--- config.mk ---
export PLATFORM = sky130hd
export DESIGN_NAME = seq_right_shifter
export DESIGN_NICKNAME = d
export VERILOG_FILES = /design/src/rtl/shift_pkg.sv /design/src/rtl/shr_step.sv /design/src/rtl/seq_right_shifter.sv
export SDC_FILE = /design/constraint.sdc
export NUM_CORES = 1
export LEC_CHECK = 0
export BUFFER_PORTS_ARGS = -buffer_cell sky130_fd_sc_hd__buf_2
export CORE_MARGIN = 2
export CORE_UTILIZATION = 45
export CTS_CLUSTER_SIZE = 25
export DETAILED_ROUTE_END_ITERATION = 12
export MAX_ROUTING_LAYER = met4
export PLACE_DENSITY = 0.69
export SETUP_SLACK_MARGIN = 0.15
export SYNTH_ARGS = -nofsm -noshare
export SYNTH_HDL_FRONTEND = slang
export SYNTH_SLANG_ARGS = --single-unit
export TNS_END_PERCENT = 50
--- constraint.sdc ---
create_clock -name clk -period 3.5 [get_ports clk]
set_clock_uncertainty 0.05 [all_clocks]
set_input_delay 0.7 -clock clk [delete_from_list [all_inputs] [get_ports clk]]
set_output_delay 0.7 -clock clk [all_outputs]
set_load 0.05 [all_outputs]
--- src/rtl/shift_pkg.sv ---
`default_nettype none
// ============================================================================
// Module      : shift_pkg
// Description : Shared definitions for the sequential right shifter: default
//               widths, MODE encodings and the controller state encoding.
// Revision    : 1.0 - initial release
// ============================================================================
package shift_pkg;

  localparam int DEF_WIDTH = 8;
  localparam int DEF_SHW   = 3;

  // Operation select; 2'b11 decodes as rotate as well.
  localparam logic [1:0] MODE_LSR = 2'b00;
  localparam logic [1:0] MODE_ASR = 2'b01;
  localparam logic [1:0] MODE_ROR = 2'b10;

  typedef enum logic [1:0] {
    ST_IDLE  = 2'd0,
    ST_SHIFT = 2'd1,
    ST_DONE  = 2'd2
  } state_t;

endpackage
`default_nettype wire

--- src/rtl/shr_step.sv ---
`default_nettype none
// ============================================================================
// Module      : shr_step
// Description : Combinational single-position right shift / rotate.
// Ports       : data    - word to shift
//               mode    - 00 logical, 01 arithmetic, 1x rotate
//               shifted - data moved right by one position
// Revision    : 1.0 - initial release
// ============================================================================
module shr_step
  import shift_pkg::*;
#(
  parameter int WIDTH = DEF_WIDTH
) (
  input  logic [WIDTH-1:0] data,
  input  logic [1:0]       mode,
  output logic [WIDTH-1:0] shifted
);

  always_comb begin
    shifted = {1'b0, data[WIDTH-1:1]};
    case (mode)
      MODE_LSR: shifted = {1'b0, data[WIDTH-1:1]};
      MODE_ASR: shifted = {data[WIDTH-1], data[WIDTH-1:1]};
      default:  shifted = {data[0], data[WIDTH-1:1]};  // rotate (10 and 11)
    endcase
  end

endmodule
`default_nettype wire

--- src/rtl/seq_right_shifter.sv ---
`default_nettype none
// ============================================================================
// Module      : seq_right_shifter
// Description : Multi-cycle right shifter/rotator, one bit position per clock,
//               with a START/DONE handshake. Inverse companion of the left
//               barrel shifter.
// Ports       : clk    - rising-edge clock
//               rst    - asynchronous active-high reset
//               START  - request, sampled at clk rising edge
//               NUM    - operand, captured on accepted START
//               SEL    - shift amount, captured on accepted START
//               MODE   - 00 LSR, 01 ASR, 1x rotate right
//               BUSY   - high while an operation is in progress
//               DONE   - one-cycle pulse when NUMOUT is updated
//               NUMOUT - result, held until the next completion
// Revision    : 1.0 - initial release
// ============================================================================
module seq_right_shifter
  import shift_pkg::*;
#(
  parameter int WIDTH = DEF_WIDTH,
  parameter int SHW   = DEF_SHW
) (
  input  logic             clk,
  input  logic             rst,
  input  logic             START,
  input  logic [WIDTH-1:0] NUM,
  input  logic [SHW-1:0]   SEL,
  input  logic [1:0]       MODE,
  output logic             BUSY,
  output logic             DONE,
  output logic [WIDTH-1:0] NUMOUT
);

  state_t           state;
  logic [WIDTH-1:0] data_r;
  logic [SHW-1:0]   cnt;
  logic [1:0]       mode_r;
  logic [WIDTH-1:0] step_data;

  shr_step #(
    .WIDTH (WIDTH)
  ) u_step (
    .data    (data_r),
    .mode    (mode_r),
    .shifted (step_data)
  );

  always_ff @(posedge clk or posedge rst) begin
    if (rst) begin
      state  <= ST_IDLE;
      data_r <= '0;
      cnt    <= '0;
      mode_r <= '0;
      BUSY   <= 1'b0;
      DONE   <= 1'b0;
      NUMOUT <= '0;
    end else begin
      DONE <= 1'b0;
      case (state)
        // The completion cycle accepts a new request exactly like IDLE,
        // which allows back-to-back operations without a dead cycle.
        ST_IDLE, ST_DONE: begin
          if (START) begin
            data_r <= NUM;
            cnt    <= SEL;
            mode_r <= MODE;
            BUSY   <= 1'b1;
            state  <= ST_SHIFT;
          end else begin
            state  <= ST_IDLE;
          end
        end
        // START and input changes are deliberately ignored here.
        ST_SHIFT: begin
          if (cnt != '0) begin
            data_r <= step_data;
            cnt    <= cnt - 1'b1;
          end else begin
            NUMOUT <= data_r;
            DONE   <= 1'b1;
            BUSY   <= 1'b0;
            state  <= ST_DONE;
          end
        end
        default: begin
          state <= ST_IDLE;
        end
      endcase
    end
  end

endmodule
`default_nettype wire

==> impl_metrics.sql <==
INSERT INTO impl_metrics (metric_group, metric, value, unit) VALUES
('outcome', 'outcome', 'finished clean', ''),
('logic_synthesis', 'synth_area_leader_cell', 'sky130_fd_sc_hd__dfrtp_1', ''),
('global_route', 'first_global_vias', '773', ''),
('floorplanning', 'coreArea', '0.00243', 'mm^2'),
('drt', 'routed_len_inst', '13.7', 'um'),
('logic_synthesis', 'yosysWarnings', '0', ''),
('hold_path', 'min_path_type', 'register to register', ''),
('clock_network', 'cts_made_buffers', '3', ''),
('pwr', 'power.density', '1040', 'mW/mm^2'),
('placement', 'io_buffers', '25', ''),
('placement', 'pre_cts_ws', '1.43', 'ns'),
('floorplanning', 'starting_density_of_the_core', '0.463', ''),
('worst_setup_path', 'reg2reg_from', 'cnt[0]$_DFFE_PP0P_', ''),
('logic_synthesis', 'synth_enable_flop_cells', '0', ''),
('drt', 'route.met2.wl', '995', 'um'),
('final_layout', 'syn2layout_area_growth', '14.6', '%'),
('pwr', 'switching_share', '0.463', ''),
('final_layout', 'nets', '145', ''),
('final_layout', 'drive_above_1_share', '0.294', ''),
('clock_network', 'clkSinkCount', '25', ''),
('drt', 'drc', '0', ''),
('hold_path', 'min-delay-start', 'BUSY$_DFFE_PP0P_', ''),
('clock_network', 'hold_buffers', '0', ''),
('timing', 'clock_period_minus_final_worst_setup_slack', '1.95', 'ns'),
('drt', 'met1_length', '1010', 'um'),
('logic_synthesis', 'synth_sequential_area_ratio', '0.556', ''),
('drt', 'drtAntennaViolNets', '0', ''),
('pwr', 'pwr-share-comb', '0.519', ''),
('timing', 'grt_setup_unrepaired', 'no', ''),
('placement', 'dp.final_hpwl', '1570', 'um'),
('drt', 'detailroute.via_count', '809', ''),
('global_route', 'track_usage', '0.181', ''),
('floorplanning', 'io-pin-count', '26', ''),
('pwr', 'pwr-share-seq', '0.386', ''),
('clock_network', 'reg_clk_slew_reported_paths', '0.13', 'ns'),
('timing', 'timing.final.ws_setup', '1.55', 'ns'),
('timing', 'finalSetupViolations', '0', ''),
('timing', 'finalMaxSlewViolations', '0', ''),
('worst_setup_path', 'critPathArrivalTime', '2.08', 'ns'),
('worst_setup_path', 'worstPathMaxFanout', '10', ''),
('worst_setup_path', 'endpoint_class_of_the_critical_path', 'register', ''),
('final_layout', 'layout_common_cells', '25 x sky130_fd_sc_hd__dfrtp_1, 25 x sky130_fd_sc_hd__buf_2, 12 x sky130_fd_sc_hd__o21ai_0, 10 x sky130_fd_sc_hd__inv_1, 9 x sky130_fd_sc_hd__nand3_1', ''),
('floorplanning', 'die_wd', '54.0', 'um'),
('flow_run', 'max_capacitance_violation_total', '0', ''),
('logic_synthesis', 'yosysUniqueCellTypes', '27', ''),
('clock_network', 'clock_tree.htree_level_count', '1', ''),
('floorplanning', 'die_height', '54.0', 'um'),
('drt', 'first_pass_detailed_route_iteration_total', '4', ''),
('drt', 'met3RoutedLength', '102', 'um'),
('clock_network', 'cts_post_setup_buffers_inserted', '0', ''),
('global_route', 'antenna_violations_before_repair', '0', ''),
('logic_synthesis', 'dominant_cells_by_area_after_synthesis', 'sky130_fd_sc_hd__dfrtp_1 56%, sky130_fd_sc_hd__mux2_2 7.0%, sky130_fd_sc_hd__mux2i_1 6.2%', ''),
('pwr', 'p_leak', '0.665', 'nW'),
('logic_synthesis', 'synth_area_per_cell', '11.1', 'um^2'),
('timing', 'hold_violations', '0', ''),
('hold_path', 'timing.hold.worst_endpoint', 'BUSY$_DFFE_PP0P_', ''),
('logic_synthesis', 'cell_area_after_synthesis', '0.00113', 'mm^2'),
('clock_network', 'postCtsResizedCells', '0', ''),
('worst_setup_path', 'required_arrival_time_at_the_worst_endpoint', '3.63', 'ns'),
('drt', 'drtIter0Drc', '12', ''),
('global_route', 'wire_length_of_the_first_global_routing_pass', '3550', 'um'),
('timing', 'max_slew.worst_pin.slew', '0.904', 'ns'),
('worst_setup_path', 'reg2reg_slack', '1.55', 'ns'),
('global_route', 'gr-total-overflow', '0', ''),
('clock_network', 'clock_tree.buffer_depth', '2', ''),
('worst_setup_path', 'regToRegEndpoint', 'data_r[7]$_DFFE_PP0P_', ''),
('timing', 'finalSetupTns', '0', 'ns'),
('pwr', 'part_of_the_total_power_dissipated_in_the_clock_network', '0.095', ''),
('floorplanning', 'placement_rows', '18', ''),
('clock_network', 'cts_tree', 'yes', ''),
('placement', 'routabilityCongestion', '0.733', '');
-- flip-flops by register name, summed over array words and instances, names as in the netlist --
register	count
NUMOUT	8
data_r	8
cnt	3
mode_r	2
state	2
BUSY	1
DONE	1
-- how the worst max path moves through the flow --
stage	end	slack (ns)	start
6_report	data_r[7]$_DFFE_PP0P_	1.55	cnt[0]$_DFFE_PP0P_
5_1_grt	data_r[5]$_DFFE_PP0P_	1.36	cnt[0]$_DFFE_PP0P_
3_5_place_dp	data_r[5]$_DFFE_PP0P_	1.43	START
4_1_cts	data_r[7]$_DFFE_PP0P_	1.54	cnt[0]$_DFFE_PP0P_
2_1_floorplan	data_r[7]$_DFFE_PP0P_	1.80	cnt[0]$_DFFE_PP0P_
3_3_place_gp	data_r[6]$_DFFE_PP0P_	1.51	START
-- cells by family (layout without fill, tap and decap cells) --
| family | Yosys count | after routing | synth area share |
|---|---|---|---|
| compound gates | 21 | 21 | 0.102 |
| buf+inv | 14 | 39 | 0.0556 |
| fa+ha+maj | 2 | 2 | 0.0222 |
| simple gates | 24 | 24 | 0.124 |
| mux | 14 | 14 | 0.132 |
| xor+xnor | 1 | 1 | 0.00778 |
| flops | 25 | 25 | 0.556 |
-- final cells by class --
cell class / count / area (um^2) / area share
flip-flops and latches: 25 / 626 / 0.485
multi-input cells: 62 / 438 / 0.339
repair buffers: 25 / 125 / 0.0970
inverters: 10 / 37.5 / 0.0291
well taps: 30 / 37.5 / 0.0291
clock buffers: 4 / 26.3 / 0.0204
-- routing by layer --
metal	up-vias	track usage
li1	396	-
met1	387	0.237
met2	21	0.285
met3	5	0.0250
met4	0	0.0750
met5	-	-
-- per-stage QoR --
step | total power [W] | hold WS (ns) | cell area [um^2] | cells
after detailed placement | 0.00123 | 0.420 | 1260 | 152
after CTS | 0.00136 | 0.450 | 1290 | 156
after global routing | 0.00146 | 0.484 | 1290 | 156
after floorplan | 0.00109 | 0.396 | 1130 | 101
after global placement | 0.00120 | 0.429 | 1260 | 152
final | 0.00134 | 0.449 | 1290 | 156
-- cells in the mapped netlist, types with 2 or more instances --
library cell / count
sky130_fd_sc_hd__a21oi_1: 5
sky130_fd_sc_hd__buf_2: 2
sky130_fd_sc_hd__dfrtp_1: 25
sky130_fd_sc_hd__ha_1: 2
sky130_fd_sc_hd__inv_1: 10
sky130_fd_sc_hd__mux2_2: 7
sky130_fd_sc_hd__mux2i_1: 7
sky130_fd_sc_hd__nand2_1: 4
sky130_fd_sc_hd__nand3_1: 9
sky130_fd_sc_hd__nor3b_1: 2
sky130_fd_sc_hd__o21ai_0: 12
-- worst max-delay path: stages (launching register included) --
cell and delay (ns):
sky130_fd_sc_hd__dfrtp_1 0.41, sky130_fd_sc_hd__inv_1 0.06, sky130_fd_sc_hd__ha_1 0.20, sky130_fd_sc_hd__ha_1 0.23, sky130_fd_sc_hd__or3b_1 0.54, sky130_fd_sc_hd__a32oi_1 0.23
sky130_fd_sc_hd__o22ai_1 0.11
-- power groups by stage --
stage	logic (W)	clock network, W	registers (W)
3_5_place_dp	0.000704	0	0.000525
2_1_floorplan	0.000415	0	0.000673
5_1_grt	0.000770	0.000147	0.000540
6_report	0.000696	0.000127	0.000517
3_3_place_gp	0.000682	0	0.000519
4_1_cts	0.000708	0.000129	0.000520
(Power assumes the default switching activity.)
